==> config.mk <==
export PLATFORM = sky130hd
export DESIGN_NAME = eth_tx_arbiter
export DESIGN_NICKNAME = d
export VERILOG_FILES = /design/src/rtl/mhp_pkg.sv /design/src/rtl/rr_arb2.sv /design/src/rtl/eth_tx_arbiter.sv
export SDC_FILE = /design/constraint.sdc
export NUM_CORES = 1
export LEC_CHECK = 0
export BUFFER_PORTS_ARGS = -buffer_cell sky130_fd_sc_hd__buf_2
export CORE_MARGIN = 2
export CORE_UTILIZATION = 53
export CTS_BUF_LIST = sky130_fd_sc_hd__clkbuf_16
export DETAILED_ROUTE_END_ITERATION = 8
export PLACE_DENSITY = 0.79
export SETUP_SLACK_MARGIN = 0.15
export SKIP_LAST_GASP = 1
export SYNTH_ARGS = -nofsm -noshare
export SYNTH_HDL_FRONTEND = slang
export SYNTH_SLANG_ARGS = --single-unit
==> constraint.sdc <==
create_clock -name i_clk -period 2.9 [get_ports i_clk]
set_input_delay 0.29 -clock i_clk [delete_from_list [all_inputs] [get_ports i_clk]]
set_output_delay 0.29 -clock i_clk [all_outputs]
set_load 0.02 [all_outputs]
==> src/rtl/mhp_pkg.sv <==
// Shared constants for the Ethernet TX arbiter: FSM state encodings, default
// frame timing parameters and a small owner-to-one-hot helper.
package mhp_pkg;

    localparam logic [1:0] ST_IDLE  = 2'd0;
    localparam logic [1:0] ST_BUSY  = 2'd1;
    localparam logic [1:0] ST_DRAIN = 2'd2;
    localparam logic [1:0] ST_GAP   = 2'd3;

    localparam int DEF_IFG_CYCLES = 12;
    localparam int DEF_MAX_LEN    = 1518;
    localparam int DEF_LEN_W      = 11;

    // Owner is a single bit: 0 = requester 0, 1 = requester 1.
    function automatic logic [1:0] owner_onehot(input logic owner);
        return owner ? 2'b10 : 2'b01;
    endfunction

endpackage

==> src/rtl/rr_arb2.sv <==
// Two-way round-robin decision: a lone requester wins outright, a tie goes to
// the requester that did not win last time (last_grant: 1 = req1 won last).
module rr_arb2 (
    input  logic       req0,
    input  logic       req1,
    input  logic       last_grant,
    output logic [1:0] grant
);

    always_comb begin
        grant = 2'b00;
        if (req0 && req1) begin
            grant = last_grant ? 2'b01 : 2'b10;
        end else if (req0) begin
            grant = 2'b01;
        end else if (req1) begin
            grant = 2'b10;
        end
    end

endmodule

==> src/rtl/eth_tx_arbiter.sv <==
// Frame-level arbiter muxing two byte-stream requesters onto one Ethernet write
// channel, with oversize-frame abort/drain and an enforced inter-frame gap.
module eth_tx_arbiter
    import mhp_pkg::*;
#(
    parameter int IFG_CYCLES = DEF_IFG_CYCLES,
    parameter int MAX_LEN    = DEF_MAX_LEN,
    parameter int LEN_W      = DEF_LEN_W
) (
    input  logic       i_clk,
    input  logic       i_rst_n,
    input  logic [7:0] i_req0_data,
    input  logic       i_req0_valid,
    input  logic       i_req0_last,
    output logic       o_req0_ready,
    input  logic [7:0] i_req1_data,
    input  logic       i_req1_valid,
    input  logic       i_req1_last,
    output logic       o_req1_ready,
    output logic [7:0] o_wdata,
    output logic       o_wvalid,
    input  logic       i_wready,
    output logic [1:0] o_grant,
    output logic       o_busy,
    output logic       o_err
);

    localparam int                GAP_W     = (IFG_CYCLES > 1) ? $clog2(IFG_CYCLES) : 1;
    localparam logic [GAP_W-1:0]  GAP_LAST  = (IFG_CYCLES > 0) ? GAP_W'(IFG_CYCLES - 1) : '0;
    localparam logic [LEN_W-1:0]  LEN_LIMIT = LEN_W'(MAX_LEN);
    localparam logic [1:0]        END_STATE = (IFG_CYCLES == 0) ? ST_IDLE : ST_GAP;

    logic [1:0]       state_reg, state_next;
    logic             owner_reg, owner_next;
    logic             last_grant_reg, last_grant_next;
    logic [LEN_W-1:0] cnt_reg, cnt_next;
    logic [GAP_W-1:0] gap_reg, gap_next;
    logic             err_reg, err_next;

    logic [1:0] req_valid;
    logic [1:0] req_last;
    logic [7:0] req_data [2];
    logic [1:0] req_ready;
    logic [1:0] arb_grant;
    logic       own_valid;
    logic       own_last;
    logic       in_busy;
    logic       in_drain;
    logic       beat;

    assign req_valid   = {i_req1_valid, i_req0_valid};
    assign req_last    = {i_req1_last, i_req0_last};
    assign req_data[0] = i_req0_data;
    assign req_data[1] = i_req1_data;

    assign own_valid = req_valid[owner_reg];
    assign own_last  = req_last[owner_reg];
    assign in_busy   = (state_reg == ST_BUSY);
    assign in_drain  = (state_reg == ST_DRAIN);
    // In DRAIN the owner's ready is forced high, so a beat is just its valid.
    assign beat      = own_valid && ((in_busy && i_wready) || in_drain);

    rr_arb2 u_rr_arb2 (
        .req0       (i_req0_valid),
        .req1       (i_req1_valid),
        .last_grant (last_grant_reg),
        .grant      (arb_grant)
    );

    for (genvar gi = 0; gi < 2; gi++) begin : g_ready
        assign req_ready[gi] = (owner_reg == 1'(gi)) && ((in_busy && i_wready) || in_drain);
    end

    assign o_req0_ready = req_ready[0];
    assign o_req1_ready = req_ready[1];
    assign o_wvalid     = in_busy && own_valid;
    assign o_wdata      = in_busy ? req_data[owner_reg] : 8'h00;
    assign o_grant      = (in_busy || in_drain) ? owner_onehot(owner_reg) : 2'b00;
    assign o_busy       = (state_reg != ST_IDLE);
    assign o_err        = err_reg;

    always_comb begin
        state_next      = state_reg;
        owner_next      = owner_reg;
        last_grant_next = last_grant_reg;
        cnt_next        = cnt_reg;
        gap_next        = gap_reg;
        err_next        = 1'b0;
        case (state_reg)
            ST_IDLE: begin
                if (|arb_grant) begin
                    owner_next = arb_grant[1];
                    cnt_next   = '0;
                    state_next = ST_BUSY;
                end
            end
            ST_BUSY: begin
                if (beat) begin
                    cnt_next = cnt_reg + 1'b1;
                    if (own_last) begin
                        last_grant_next = owner_reg;
                        gap_next        = '0;
                        state_next      = END_STATE;
                    end else if (cnt_next == LEN_LIMIT) begin
                        err_next   = 1'b1;
                        state_next = ST_DRAIN;
                    end
                end
            end
            ST_DRAIN: begin
                // An aborted frame still uses up the owner's round-robin turn.
                if (beat) begin
                    cnt_next = cnt_reg + 1'b1;
                    if (own_last) begin
                        last_grant_next = owner_reg;
                        gap_next        = '0;
                        state_next      = END_STATE;
                    end
                end
            end
            ST_GAP: begin
                if (gap_reg == GAP_LAST) begin
                    state_next = ST_IDLE;
                end else begin
                    gap_next = gap_reg + 1'b1;
                end
            end
            default: state_next = ST_IDLE;
        endcase
    end

    always_ff @(posedge i_clk or negedge i_rst_n) begin
        if (!i_rst_n) begin
            state_reg      <= ST_IDLE;
            owner_reg      <= 1'b0;
            last_grant_reg <= 1'b1;
            cnt_reg        <= '0;
            gap_reg        <= '0;
            err_reg        <= 1'b0;
        end else begin
            state_reg      <= state_next;
            owner_reg      <= owner_next;
            last_grant_reg <= last_grant_next;
            cnt_reg        <= cnt_next;
            gap_reg        <= gap_next;
            err_reg        <= err_next;
        end
    end

endmodule

==> metrics.cfg <==
[drt]
vias = 1565
drtIter0Drc = 118
routedWlPerCell_um = 15.4
vias_per_cell = 6.11
routed_wl_mm = 3.94
firstDrtPassIters = 4
drc = 0
final_antenna_net_count = 0

[clock_tree]
cts.repair.resized = 0
root_buffer = clkbuf_16
clock_path_buffers = 2
clk_pin_slew_ns = 0.06
clk_latency_ns = 0.26
ctsHtreeMaxLevel = 1
cts.sinks = 20
cts_buffers = 3
cts.repair_timing.setup_buffer_count = 0
tritoncts = built
ctsHoldBuffers = 1

[power_and_ir_drop]
power_leakage_nw = 0.873
p_per_area_nw_per_um2 = 920
ir_drop_v = 0.000802

[timing]
finalCritPeriodShare_pct = 83.5
hold_violations = 0
setup_viol = 0
worstMarginPinSlew_ns = 0.708
slew_violations = 0
fin_skew_ns = 0.00294
max_freq_mhz = 413
tns_ns = 0
min_period_ns = 2.42
relSlewSlack_pct = 52.8
rsz0062_at_grt = no

[placed_design]
hpwl_mm = 2.85
gp_congestion = 0.852
io_buffers = 37
postPlaceCellArea_sq_um = 1770

[final_layout]
final_nets = 257
syn_to_final_growth_pct = 17.9
final_common_cell = buf_2
largest_register_ffs = 11
seq_area_sq_um = 502
multiInputGateArea_sq_um = 1010
stdcell_area_sq_um = 1860
drive_above_1_share_pct = 21.3
layout_common_cells = buf_2 (37), o21ai_0 (19), dfrtp_1 (19), nand2_1 (17), nor2b_1 (14)
n_antenna_cell = 0
final.fill_count = 224

[floorplanning]
start_util_pct = 56.7
coreArea_sq_um = 2780
io_pins = 38
die_height_um = 58.6
num_rows = 19
die-area_sq_um = 3430
die_width_um = 58.6

[critical_path]
worstPathMaxFanout = 13
required_ns = 3.04
cp-start-kind = flop
crit_arrival_ns = 2.56
cp-end-kind = flop
criticalPathCategory = reg2reg

[global_routing]
grt_pass1_vias = 1408
grt-ovfl-total = 0
antenna_found_initial = 0
grt_pass1_wl_mm = 6.40
grt_usage_pct = 24.1
grt_max_degree = 21

[outcome]
status = finished, final reports clean

[logic_synthesis]
synth_flop_cell = dfrtp_1
synth_edf_count = 0
synth.yosys.warnings = 0
yosys-top-cells-area = dfrtp_1 (30%), mux2i_1 (7.6%), ha_1 (6.3%)
syn_avg_cell_area_sq_um = 8.26
synth.distinct_cells = 45
ys_seq_elements = 20
synth_top_area_share_pct = 30.1
syn-cell-area_sq_um = 1580
seq_area_frac_synth_pct = 31.8
async_reset_ff_share_pct = 100
syn_inst = 191
synth_nets = 222
synth_top_area_cell = dfrtp_1

[worst_hold_path]
min_path_type = in2reg

[flow_run]
drv_cap = 0

cells in the mapped netlist (2+ instances only):
cell type and instances:
clkbuf_1 5, and2_1 5, inv_1 8, ha_1 8, nand2_1 17, o31ai_1 3, a21oi_1 11, nand3_1 10
nor2b_1 14, and3_1 2, o221ai_1 2, mux2i_1 12, o31a_1 2, buf_2 3, nand3b_1 3, o21ai_0 19
nor2_1 13, a21boi_0 3, or3_1 3, nor3_1 4, nand4_1 2, dfrtp_1 19
worst paths after layout:
kind / depth (start not counted) / slack [ns] / endpoint / from
max: 8 / 0.48 / state_reg[1]$_DFFE_PN0P_ / state_reg[1]$_DFFE_PN0P_
min: 3 / 0.32 / last_grant_reg$_DFFE_PN1P_ / i_req1_last
max reg2reg: 8 / 0.48 / state_reg[1]$_DFFE_PN0P_ / state_reg[1]$_DFFE_PN0P_
min reg2reg: 1 / 0.54 / cnt_reg[10]$_DFFE_PN0P_ / cnt_reg[10]$_DFFE_PN0P_
max in group asynchronous: 2 / 2.05 / last_grant_reg$_DFFE_PN1P_ / i_rst_n
min in group asynchronous: 2 / 0.51 / cnt_reg[1]$_DFFE_PN0P_ / i_rst_n
where the power goes:
group	internal [mW]	switching, mW	leakage [nW]
Combinational	0.384	0.560	0.572
Sequential	0.349	0.125	0.263
Clock	0.184	0.110	0.0385
final cells by class:
| cell class | count | area share, % |
|---|---|---|
| clock buffer | 3 | 4.03 |
| clock inverter | 1 | 0.202 |
| inverter | 8 | 1.61 |
| multi-input combinational | 154 | 54.2 |
| sequential | 20 | 27.0 |
| tap | 31 | 2.08 |
| timing repair buffer | 39 | 10.9 |
per-stage QoR:
step / hold WS [ns] / utilization, % / cells / setup slack (ns) / total power, mW
floorplan: -0.00559 / - / 191 / 0.765 / 1.17
finish: 0.321 / 66.9 / 256 / 0.479 / 1.71
CTS: 0.328 / 66.9 / 256 / 0.501 / 1.71
global route: 0.342 / 66.9 / 256 / 0.304 / 1.83
detailed placement: 0.265 / 63.7 / 251 / 0.542 / 1.41
global placement: 0.264 / 63.7 / 251 / 0.653 / 1.36
cells by family (layout without fill, tap and decap cells):
group           Yosys count  in the layout  share of synthesized area, %
simple gates             80             80                          27.3
compound gates           50             50                          20.1
flops                    20             20                          31.8
buf+inv                  17             51                          4.28
mux                      14             14                          9.04
fa+ha+maj                 8              8                          6.34
xor+xnor                  2              2                          1.11
per-layer routing:
layer	share of wire (%)	global-route usage [%]	up-vias
li1	-	-	754
met1	44	32.5	739
met2	50	39.0	65
met3	4.7	3.08	7
met4	1.8	10.3	0
met5	0	0	-
worst max-delay path, stage by stage (launching register included):
cell and delay (ns):
dfrtp_1 0.42, inv_1 0.11, ha_1 0.37, a21oi_1 0.19
or3_1 0.49, o21ai_0 0.13, nand2_1 0.10, nor2_1 0.15
mux2_1 0.33
No activity file was read; power rests on OpenSTA's default activity.
